==> config.mk <==
export PLATFORM = sky130hd
export DESIGN_NAME = omsp_spm_alloc
export DESIGN_NICKNAME = d
export VERILOG_FILES = /design/src/rtl/omsp_spm_alloc_pkg.sv /design/src/rtl/omsp_spm_slot.sv /design/src/rtl/omsp_spm_alloc.sv
export SDC_FILE = /design/constraint.sdc
export NUM_CORES = 2
export LEC_CHECK = 0
export BUFFER_PORTS_ARGS = -buffer_cell sky130_fd_sc_hd__buf_4
export CAP_MARGIN = 20
export CORE_MARGIN = 8
export CORE_UTILIZATION = 55
export CTS_CLUSTER_SIZE = 14
export DETAILED_ROUTE_END_ITERATION = 8
export PLACE_DENSITY = 0.72
export SYNTH_ARGS = -nofsm -noshare
export SYNTH_HDL_FRONTEND = slang
export SYNTH_SLANG_ARGS = --single-unit
==> constraint.sdc <==
create_clock -name mclk -period 27.9 [get_ports mclk]
set_input_delay 5.58 -clock mclk [delete_from_list [all_inputs] [get_ports mclk]]
set_output_delay 5.58 -clock mclk [all_outputs]
set_load 0.03 [all_outputs]
==> src/rtl/omsp_spm_alloc_pkg.sv <==
// ---------------------------------------------------------------------------
// omsp_spm_alloc_pkg
// Shared definitions for the Sancus protected-module allocator:
//   - default slot count
//   - request operation codes and response status codes
//   - allocator FSM state encoding
//   - helper to size the slot index register
// ---------------------------------------------------------------------------
package omsp_spm_alloc_pkg;

  localparam int NB_SLOTS_DEF = 4;

  localparam logic [1:0] OP_CREATE   = 2'd0;
  localparam logic [1:0] OP_DESTROY  = 2'd1;
  localparam logic [1:0] OP_QUERY    = 2'd2;

  localparam logic [1:0] ST_OK         = 2'd0;
  localparam logic [1:0] ST_BAD_LAYOUT = 2'd1;
  localparam logic [1:0] ST_OVERLAP    = 2'd2;
  localparam logic [1:0] ST_RESOURCE   = 2'd3;

  typedef enum logic [1:0] {
    S_IDLE  = 2'd0,
    S_CHECK = 2'd1,
    S_SCAN  = 2'd2,
    S_RESP  = 2'd3
  } state_e;

  // A single-slot table still needs a one-bit index register.
  function automatic int idx_width(input int n);
    return (n > 1) ? $clog2(n) : 1;
  endfunction

endpackage

==> src/rtl/omsp_spm_slot.sv <==
// ---------------------------------------------------------------------------
// omsp_spm_slot
// Registers of one protected-module slot plus the combinational tests the
// allocator needs while scanning the table.
// Ports:
//   mclk, puc_rst          clock, async active-high reset
//   i_wr, i_clr            load the slot with i_wr_id + bounds / wipe it
//   i_wr_id                ID stored on i_wr
//   i_pub_*, i_sec_*       candidate ranges (write data and overlap operand)
//   i_addr                 address tested for containment
//   i_match_id             ID compared against the stored ID
//   o_enabled, o_id        stored state
//   o_overlap              candidate ranges hit this (enabled) slot
//   o_contains             i_addr lies inside this (enabled) slot
//   o_id_match             this (enabled) slot holds i_match_id
// ---------------------------------------------------------------------------
module omsp_spm_slot
  import omsp_spm_alloc_pkg::*;
#(
  parameter int ID_W = 16,
  parameter int AW   = 16
) (
  input  logic            mclk,
  input  logic            puc_rst,
  input  logic            i_wr,
  input  logic            i_clr,
  input  logic [ID_W-1:0] i_wr_id,
  input  logic [AW-1:0]   i_pub_start,
  input  logic [AW-1:0]   i_pub_end,
  input  logic [AW-1:0]   i_sec_start,
  input  logic [AW-1:0]   i_sec_end,
  input  logic [AW-1:0]   i_addr,
  input  logic [ID_W-1:0] i_match_id,
  output logic            o_enabled,
  output logic [ID_W-1:0] o_id,
  output logic            o_overlap,
  output logic            o_contains,
  output logic            o_id_match
);

  logic            r_enabled;
  logic [ID_W-1:0] r_id;
  logic [AW-1:0]   r_pub_start, r_pub_end, r_sec_start, r_sec_end;

  // Half-open ranges [s,e) intersect iff each starts before the other ends.
  function automatic logic rng_ovl(input logic [AW-1:0] a_s, input logic [AW-1:0] a_e,
                                   input logic [AW-1:0] b_s, input logic [AW-1:0] b_e);
    return (a_s < b_e) && (b_s < a_e);
  endfunction

  // Slot storage: a write loads a fresh module, a clear wipes bounds and ID.
  always_ff @(posedge mclk or posedge puc_rst) begin
    if (puc_rst) begin
      r_enabled   <= 1'b0;
      r_id        <= '0;
      r_pub_start <= '0;
      r_pub_end   <= '0;
      r_sec_start <= '0;
      r_sec_end   <= '0;
    end else if (i_wr) begin
      r_enabled   <= 1'b1;
      r_id        <= i_wr_id;
      r_pub_start <= i_pub_start;
      r_pub_end   <= i_pub_end;
      r_sec_start <= i_sec_start;
      r_sec_end   <= i_sec_end;
    end else if (i_clr) begin
      r_enabled   <= 1'b0;
      r_id        <= '0;
      r_pub_start <= '0;
      r_pub_end   <= '0;
      r_sec_start <= '0;
      r_sec_end   <= '0;
    end
  end

  assign o_enabled  = r_enabled;
  assign o_id       = r_id;
  assign o_overlap  = r_enabled &&
                      (rng_ovl(i_pub_start, i_pub_end, r_pub_start, r_pub_end) ||
                       rng_ovl(i_pub_start, i_pub_end, r_sec_start, r_sec_end) ||
                       rng_ovl(i_sec_start, i_sec_end, r_pub_start, r_pub_end) ||
                       rng_ovl(i_sec_start, i_sec_end, r_sec_start, r_sec_end));
  assign o_contains = r_enabled &&
                      (((r_pub_start <= i_addr) && (i_addr < r_pub_end)) ||
                       ((r_sec_start <= i_addr) && (i_addr < r_sec_end)));
  assign o_id_match = r_enabled && (r_id == i_match_id);

endmodule

==> src/rtl/omsp_spm_alloc.sv <==
// ---------------------------------------------------------------------------
// omsp_spm_alloc
// Protected-module allocator: serialises create/destroy/query requests over
// a table of NB_SLOTS slots, checking one slot per cycle, and tracks the
// previous distinct PC for entry-point checks.
// Ports:
//   mclk, puc_rst              clock, async active-high reset
//   i_req_valid / o_req_ready  request handshake (ready only in IDLE)
//   i_req_op                   00 create, 01 destroy, 10 query, 11 reserved
//   i_r12..i_r15               create bounds; i_r12 is the query address
//   i_req_id                   destroy target ID
//   o_rsp_valid                one-cycle response pulse
//   o_rsp_status, o_rsp_id     response code and ID, held until next response
//   o_slot_enabled             per-slot enabled flags
//   o_id_exhausted             sticky, set once the all-ones ID is issued
//   i_pc / o_prev_pc           current PC / last PC that differed from it
// ---------------------------------------------------------------------------
module omsp_spm_alloc
  import omsp_spm_alloc_pkg::*;
#(
  parameter int NB_SLOTS = NB_SLOTS_DEF,
  parameter int ID_W     = 16,
  parameter int AW       = 16
) (
  input  logic                mclk,
  input  logic                puc_rst,
  input  logic                i_req_valid,
  output logic                o_req_ready,
  input  logic [1:0]          i_req_op,
  input  logic [AW-1:0]       i_r12,
  input  logic [AW-1:0]       i_r13,
  input  logic [AW-1:0]       i_r14,
  input  logic [AW-1:0]       i_r15,
  input  logic [ID_W-1:0]     i_req_id,
  output logic                o_rsp_valid,
  output logic [1:0]          o_rsp_status,
  output logic [ID_W-1:0]     o_rsp_id,
  output logic [NB_SLOTS-1:0] o_slot_enabled,
  output logic                o_id_exhausted,
  input  logic [AW-1:0]       i_pc,
  output logic [AW-1:0]       o_prev_pc
);

  localparam int               IDX_W    = idx_width(NB_SLOTS);
  localparam logic [IDX_W-1:0] LAST_IDX = IDX_W'(NB_SLOTS - 1);

  state_e r_state, w_next_state;

  logic [1:0]       r_op;
  logic [AW-1:0]    r_r12, r_r13, r_r14, r_r15;
  logic [ID_W-1:0]  r_req_id;
  logic             r_reject;
  logic [1:0]       r_rej_status;
  logic [IDX_W-1:0] r_idx;
  logic             r_overlap;
  logic             r_free_found;
  logic [IDX_W-1:0] r_free_idx;
  logic             r_found;
  logic [IDX_W-1:0] r_found_idx;
  logic             r_rsp_valid;
  logic [1:0]       r_rsp_status;
  logic [ID_W-1:0]  r_rsp_id;
  logic [ID_W-1:0]  r_next_id;
  logic             r_id_exhausted;
  logic [AW-1:0]    r_cur_pc, r_prev_pc;

  logic [NB_SLOTS-1:0] w_slot_en, w_slot_ovl, w_slot_cont, w_slot_match;
  logic [NB_SLOTS-1:0] w_slot_wr, w_slot_clr;
  logic [ID_W-1:0]     w_slot_id [NB_SLOTS];

  logic       w_bad_layout, w_check_reject, w_create_ok, w_destroy_ok;
  logic [1:0] w_check_status;

  for (genvar g = 0; g < NB_SLOTS; g++) begin : g_slot
    omsp_spm_slot #(.ID_W(ID_W), .AW(AW)) u_slot (
      .mclk        (mclk),
      .puc_rst     (puc_rst),
      .i_wr        (w_slot_wr[g]),
      .i_clr       (w_slot_clr[g]),
      .i_wr_id     (r_next_id),
      .i_pub_start (r_r12),
      .i_pub_end   (r_r13),
      .i_sec_start (r_r14),
      .i_sec_end   (r_r15),
      .i_addr      (r_r12),
      .i_match_id  (r_req_id),
      .o_enabled   (w_slot_en[g]),
      .o_id        (w_slot_id[g]),
      .o_overlap   (w_slot_ovl[g]),
      .o_contains  (w_slot_cont[g]),
      .o_id_match  (w_slot_match[g])
    );
  end

  // Empty ranges or public/secret sections that share any address.
  assign w_bad_layout = (r_r12 >= r_r13) || (r_r14 >= r_r15) ||
                        ((r_r12 < r_r15) && (r_r14 < r_r13));

  // Requests that can be answered without walking the table.
  always_comb begin
    w_check_reject = 1'b0;
    w_check_status = ST_OK;
    case (r_op)
      OP_CREATE: begin
        if (w_bad_layout) begin
          w_check_reject = 1'b1;
          w_check_status = ST_BAD_LAYOUT;
        end else if (r_id_exhausted) begin
          w_check_reject = 1'b1;
          w_check_status = ST_RESOURCE;
        end
      end
      OP_DESTROY: begin
        if (r_req_id == '0) begin
          w_check_reject = 1'b1;
          w_check_status = ST_RESOURCE;
        end
      end
      OP_QUERY: ;
      default: begin
        w_check_reject = 1'b1;
        w_check_status = ST_RESOURCE;
      end
    endcase
  end

  assign w_create_ok  = (r_op == OP_CREATE) && !r_reject && !r_overlap && r_free_found;
  assign w_destroy_ok = (r_op == OP_DESTROY) && !r_reject && r_found;

  // State register.
  always_ff @(posedge mclk or posedge puc_rst) begin
    if (puc_rst) r_state <= S_IDLE;
    else         r_state <= w_next_state;
  end

  // Next state plus the slot write/clear strobes, which fire on the RESP edge.
  always_comb begin
    w_next_state = r_state;
    w_slot_wr    = '0;
    w_slot_clr   = '0;
    case (r_state)
      S_IDLE:  if (i_req_valid) w_next_state = S_CHECK;
      S_CHECK: w_next_state = w_check_reject ? S_RESP : S_SCAN;
      S_SCAN:  if (r_idx == LAST_IDX) w_next_state = S_RESP;
      S_RESP: begin
        w_next_state = S_IDLE;
        if (w_create_ok)  w_slot_wr[r_free_idx]   = 1'b1;
        if (w_destroy_ok) w_slot_clr[r_found_idx] = 1'b1;
      end
      default: w_next_state = S_IDLE;
    endcase
  end

  // Request capture, per-slot scan bookkeeping and response/ID resolution.
  always_ff @(posedge mclk or posedge puc_rst) begin
    if (puc_rst) begin
      r_op           <= '0;
      r_r12          <= '0;
      r_r13          <= '0;
      r_r14          <= '0;
      r_r15          <= '0;
      r_req_id       <= '0;
      r_reject       <= 1'b0;
      r_rej_status   <= ST_OK;
      r_idx          <= '0;
      r_overlap      <= 1'b0;
      r_free_found   <= 1'b0;
      r_free_idx     <= '0;
      r_found        <= 1'b0;
      r_found_idx    <= '0;
      r_rsp_valid    <= 1'b0;
      r_rsp_status   <= ST_OK;
      r_rsp_id       <= '0;
      r_next_id      <= ID_W'(1);
      r_id_exhausted <= 1'b0;
    end else begin
      r_rsp_valid <= 1'b0;
      case (r_state)
        S_IDLE: begin
          if (i_req_valid) begin
            r_op     <= i_req_op;
            r_r12    <= i_r12;
            r_r13    <= i_r13;
            r_r14    <= i_r14;
            r_r15    <= i_r15;
            r_req_id <= i_req_id;
          end
        end
        S_CHECK: begin
          r_reject     <= w_check_reject;
          r_rej_status <= w_check_status;
          r_idx        <= '0;
          r_overlap    <= 1'b0;
          r_free_found <= 1'b0;
          r_free_idx   <= '0;
          r_found      <= 1'b0;
          r_found_idx  <= '0;
        end
        S_SCAN: begin
          r_idx <= r_idx + 1'b1;
          case (r_op)
            OP_CREATE: begin
              if (w_slot_en[r_idx]) begin
                if (w_slot_ovl[r_idx]) r_overlap <= 1'b1;
              end else if (!r_free_found) begin
                r_free_found <= 1'b1;
                r_free_idx   <= r_idx;
              end
            end
            OP_DESTROY: begin
              if (!r_found && w_slot_match[r_idx]) begin
                r_found     <= 1'b1;
                r_found_idx <= r_idx;
              end
            end
            OP_QUERY: begin
              if (!r_found && w_slot_cont[r_idx]) begin
                r_found     <= 1'b1;
                r_found_idx <= r_idx;
              end
            end
            default: ;
          endcase
        end
        S_RESP: begin
          r_rsp_valid  <= 1'b1;
          r_rsp_id     <= '0;
          r_rsp_status <= ST_RESOURCE;
          if (r_reject) begin
            r_rsp_status <= r_rej_status;
          end else begin
            case (r_op)
              OP_CREATE: begin
                if (r_overlap) begin
                  r_rsp_status <= ST_OVERLAP;
                end else if (r_free_found) begin
                  r_rsp_status <= ST_OK;
                  r_rsp_id     <= r_next_id;
                  // The all-ones ID is the last one ever handed out.
                  if (r_next_id == '1) r_id_exhausted <= 1'b1;
                  else                 r_next_id      <= r_next_id + 1'b1;
                end
              end
              OP_DESTROY: begin
                if (r_found) begin
                  r_rsp_status <= ST_OK;
                  r_rsp_id     <= r_req_id;
                end
              end
              OP_QUERY: begin
                if (r_found) begin
                  r_rsp_status <= ST_OK;
                  r_rsp_id     <= w_slot_id[r_found_idx];
                end
              end
              default: ;
            endcase
          end
        end
        default: ;
      endcase
    end
  end

  // Previous-distinct-PC tracker for the entry-point checks.
  always_ff @(posedge mclk or posedge puc_rst) begin
    if (puc_rst) begin
      r_cur_pc  <= '0;
      r_prev_pc <= '0;
    end else if (i_pc != r_cur_pc) begin
      r_prev_pc <= r_cur_pc;
      r_cur_pc  <= i_pc;
    end
  end

  assign o_req_ready    = (r_state == S_IDLE);
  assign o_rsp_valid    = r_rsp_valid;
  assign o_rsp_status   = r_rsp_status;
  assign o_rsp_id       = r_rsp_id;
  assign o_slot_enabled = w_slot_en;
  assign o_id_exhausted = r_id_exhausted;
  assign o_prev_pc      = r_prev_pc;

endmodule

# Word level (Yosys, flattened, before mapping)
# Cells that the tools add are included.
classes:
  n_bitwise: 4
  eq_ne: 22
  reduce_logical: 84
  div: 0
  magnitude_cmp: 50
  add_sub_neg: 2
  shifts: 0
  mul: 0
  muxes: 95
ops:
  columns: ["operator", "n"]
  rows:
  - ["< comparator 16 bit", 34]
  - ["2-to-1 mux 16 bit", 31]
  - ["less-or-equal comparator 16 bit", 8]
  - ["== test 16 bit", 4]
  - ["one-hot mux 16 bit (3 select lines)", 1]
  - ["logical AND 1 bit", 46]
  - ["binary-select mux 16 bit (select 2 bit)", 1]
  - ["greater-or-equal comparator 16 bit", 2]
  - ["2-to-1 mux 2 bit", 14]
  - ["2-to-1 mux 1 bit", 26]
  - ["one-hot mux 2 bit (2 select lines)", 5]
  - ["logical OR 1 bit", 18]
  - ["adder 16 x 1 -> 16 bit, second input constant", 1]
  - ["== test 16 bit, second input constant", 1]
  - ["logical NOT 16 bit", 1]
  - ["2-to-1 mux 4 bit", 4]
  - ["!= test 16 bit", 1]
  - ["!= test 2 bit, second input constant", 7]
  - ["AND reduction 4 bit", 3]
  - ["AND reduction 6 bit", 2]
  - ["nonzero test 2 bit", 5]
  - ["< comparator 2 x 3 -> 1 bit, second input constant", 3]
  - ["!= test 3 bit, second input constant", 3]
  - ["binary-select mux 1 bit (select 2 bit)", 4]
  - ["other kinds (17)", 32]
totals:
  latch_bits: 0
  elab_cells: 303
  regBits: 488
  rom_bits: 0
  ram_bits: 0
  in_bits: 101
  mem_count: 0

# Depth between registers and ports, before layout
logic_depth:
  depth_word: 12
  depth_mapped: 12

# By module
# From an unflattened synthesis, not the netlist that was laid out.
unflattened:
  cells_unflattened: 4062
  hier_area_um2: 38511.9
by_module_without_submodules:
  columns: ["module", "n_inst", "cells_per_inst", "seq_area_each_um2", "area_each_um2"]
  rows:
  - ["omsp_spm_slot", 4, 835, 2026.9, 7459.7]
  - ["omsp_spm_alloc", 1, 722, 4080.2, 8673.3]

# Worst setup path after synthesis
# Ideal clock, no wire load.
synth_timing:
  path_type: "input-to-reg"
  startpoint: "input i_pc[7]"
  endpoint: "register r_prev_pc[0] (netlist: o_prev_pc[0])"
  path_stages: 5
  path_slack_ps: 20639
  setup_ps: 125
  t_required_ps: 27775
  t_arrival_ps: 7137
  cell_sequence: "xnor2_1 > nand4_1 > nor4_2 > clkbuf_1 > mux2_2"
synth_between:
  elab_chain_len: 1
synth_lines:
  columns: ["item", "line_no", "rtl"]
  rows:
  - ["start, declared", "omsp_spm_alloc.sv:40", "input logic [AW-1:0] i_pc,"]
  - ["!= test 16 bit", "omsp_spm_alloc.sv:270", "end else if (i_pc != r_cur_pc) begin"]
  - ["end signal, assigned", "omsp_spm_alloc.sv:271", "r_prev_pc <= r_cur_pc;"]
  - ["end, declared", "omsp_spm_alloc.sv:65", "logic [AW-1:0] r_cur_pc, r_prev_pc;"]
# No other way between the ends.
# A chain may end at the register's enable or synchronous reset.

==> run_results.csv <==
group,metric,value,unit
yosys,yosysWarnings,0,
layout,finalCoreUtilization,0.6111,
route,wirelength,120300,microns
critical_path,crit_required,28520,ps
critical_path,cp_max_fo,147,
yosys,synth_edf_count,0,
clocking,numCtsBuffers,55,
worst_hold_path,hold_depth,1,
clocking,htree_levels,2,
power,p_leak,18.36,nW
layout,syn2layout_area_growth,10.75,%
sta,setup_viol,0,
sta,fin_tns_setup,0,ps
floorplanning,coreArea,0.06400,sq mm
critical_path,cp_slowest_cell,"buf_4",
grt,grt_max_degree,148,
route,firstDrtPassIters,6,
critical_path,worst_r2r_path_depth,11,
layout,drive_above_1_share,0.1066,
floorplanning,die_area,0.07256,sq mm
yosys,synth_fp_nets,4631,
route,wl_per_cell,24.93,microns
yosys,synthArstFlopShare,1.000,
critical_path,crit_top_cell,"buf_4",
floorplanning,io_pins,142,
clocking,ctsResizeCount,0,
grt,grt_overflow_total,0,
floorplanning,start_util,0.5517,
worst_hold_path,min_path_type,"flip-flop to flip-flop",
yosys,synth_area_per_cell,9.171,sq um
route,drt-met1-wl,49050,microns
floorplanning,std_cell_rows,93,
yosys,yosysSeqAreaShare,0.3452,
clocking,hold_buffers,0,
clocking,cts-root-buf,"clkbuf_16",
route,maxUsedRoutingLayer,"met4",
critical_path,cp_num_buf_inv,4,
yosys,synthCells,3850,
critical_path,crit_family,"buffers and inverters",
clocking,clk_path_buf_depth,3,
sta,slew_headroom,0.2263,
layout,nFillCells,5515,
clocking,cts_setup_buffers,0,
critical_path,critPathKind,"input port to asynchronous set/reset pin",
grt,first_global_vias,29450,
clocking,clkSinkCount,487,
critical_path,end_kind,"asynchronous set/reset pin",
yosys,netlist_area,0.03531,sq mm
floorplanning,die_y,269.4,microns
grt,grt_pass1_wl,182900,microns
yosys,ys_ff_latch,487,
floorplanning,die_w,269.4,microns
grt,antenna_found_initial,0,
power,ir_drop,0.06600,mV
placed_design,hpwl,83680,microns
sta,rsz0062_at_grt,"false",
layout,nets,4706,
sta,min_period,7308,ps
placed_design,gp_congestion,0.9804,
critical_path,startpoint_type,"input port",
clocking,cts_tree,"yes",
clocking,clk_pin_slew_worst_paths,60,ps
yosys,synth_cell_types,72,
critical_path,max_stage_delay,840,ps
placed_design,port_buffers,141,
sta,max_freq,136.8,MHz
job,cap_viol_max_count,0,
critical_path,critical_path_arrival,7930,ps
clocking,clk_latency,640,ps
sta,fin_crit_sh,0.2619,
outcome,status,"complete, no violations",
route,via_count,30440,
grt,grt_usage,0.3240,
critical_path,path_cells,"buf_4, inv_8, buf_12, buf_4",
sta,fin_skew,22.07,ps
route,drc,0,
route,viasPerCell,6.311,
critical_path,cp.depth,4,
route,drtIter0Drc,3300,
sta,maxSlewViolCount,0,
route,dr_wl_met2,50560,microns
sta,worst_slew_pin_slew,1161,ps
sta,report.final.hold_viol_count,0,
power,power_density,100.0,mW/mm^2
route,drtAntennaViolNets,0,
route,wl_met3,13430,microns
layout,n_antenna_cell,0,
yosys,ys.flop_type,"dfrtp_1",
-- layout by cell type, fill, tap and decap left out, drive strengths merged, types with 31 or more instances in the layout --
cell    count
nand2     723
ha        680
dfrtp     486
o21ai     426
inv       214
buf       195
a21oi     177
a21o      121
nand4     121
mux2      100
nor2       93
clkbuf     69
xnor2      64
nand3      37
nor2b      36
a211oi     35
nor3       32
nand2b     31
xor2       31
-- report_power, final --
| group | switching [mW] | total, mW | internal [mW] |
|---|---|---|---|
| clock | 0.325 | 0.776 | 0.452 |
| combinational | 1.32 | 2.07 | 0.757 |
| sequential | 0.233 | 1.06 | 0.829 |
| total | 1.87 | 3.91 | 2.04 |
-- stage by stage --
| stage | hold slack [ps] | cell area (sq um) | total power [mW] | std cells | setup slack (ps) |
|---|---|---|---|---|---|
| finish | 505.9 | 39110 | 3.912 | 4824 | 20590 |
| global route | 517.0 | 39110 | 4.141 | 4824 | 20190 |
| CTS | 509.3 | 39100 | 3.844 | 4823 | 20460 |
| detailed placement | 495.0 | 37190 | 3.059 | 4722 | 19790 |
| global placement | 489.9 | 37190 | 3.000 | 4722 | 19810 |
| floorplan | 484.4 | 35310 | 2.243 | 3850 | 8731 |
-- sequential cells by signal (all words and copies together) (netlist names), 4 cells and up --
| signal | flops |
|---|---|
| g_slot.u_slot.o_id | 64 |
| g_slot.u_slot.r_pub_end | 64 |
| g_slot.u_slot.r_pub_start | 64 |
| g_slot.u_slot.r_sec_end | 64 |
| g_slot.u_slot.r_sec_start | 64 |
| o_prev_pc | 16 |
| o_rsp_id | 16 |
| r_cur_pc | 16 |
| r_next_id | 16 |
| r_r12 | 16 |
| r_r13 | 16 |
| r_r14 | 16 |
| r_r15 | 16 |
| r_req_id | 16 |
| g_slot.u_slot.o_enabled | 4 |
-- final cells by class --
type                    instances  area [sq um]  area share
repair buffers                195          1480     0.03785
inverters                     213         807.0     0.02064
flip-flops and latches        487         12190      0.3117
clock inverters                32         391.6     0.01001
multi-input cells            2973         21650      0.5537
well taps                     855          1070     0.02735
clock buffers                  69          1519     0.03884
-- final timing paths --
check | startpoint | endpoint | slack [ps]
min reg2reg | o_prev_pc[6] | o_prev_pc[6] | 510
min | o_prev_pc[6] | o_prev_pc[6] | 510
min in group asynchronous | puc_rst | r_r15[5] | 5140
max in group mclk | r_state[0] | o_req_ready | 20680
max | puc_rst | g_slot[1].u_slot.r_pub_end[15] | 20590
max reg2reg | r_r12[10] | r_found_idx[0] | 23520
-- cells by family (layout without fill, tap and decap cells) --
logic type	count (synthesis)	after routing	synth area share
xor+xnor	95	95	0.02356
buf+inv	390	509	0.04337
mux	119	119	0.04330
simple gates	1132	1132	0.1418
flops	487	487	0.3452
compound gates	947	947	0.1618
fa+ha+maj	680	680	0.2410
-- routing by layer --
layer  global-route usage  up-vias
met1               0.4400    14510
met4               0.1592        0
met2               0.4786     1604
met3              0.08258      375
li1                     -    13960
met5                    0        -
-- Yosys cell counts, types with 37 or more instances --
master,count,area share
a21oi_1,177,0.025
dfrtp_1,486,0.34
nor2_1,93,0.0099
ha_1,680,0.24
xnor2_1,64,0.016
nand3_1,37,0.0052
nand4_1,121,0.021
o21ai_0,423,0.060
clkbuf_1,133,0.014
inv_1,213,0.023
a21o_1,121,0.026
nand2_1,723,0.077
mux2_2,100,0.032
(Power assumes the default switching activity.)
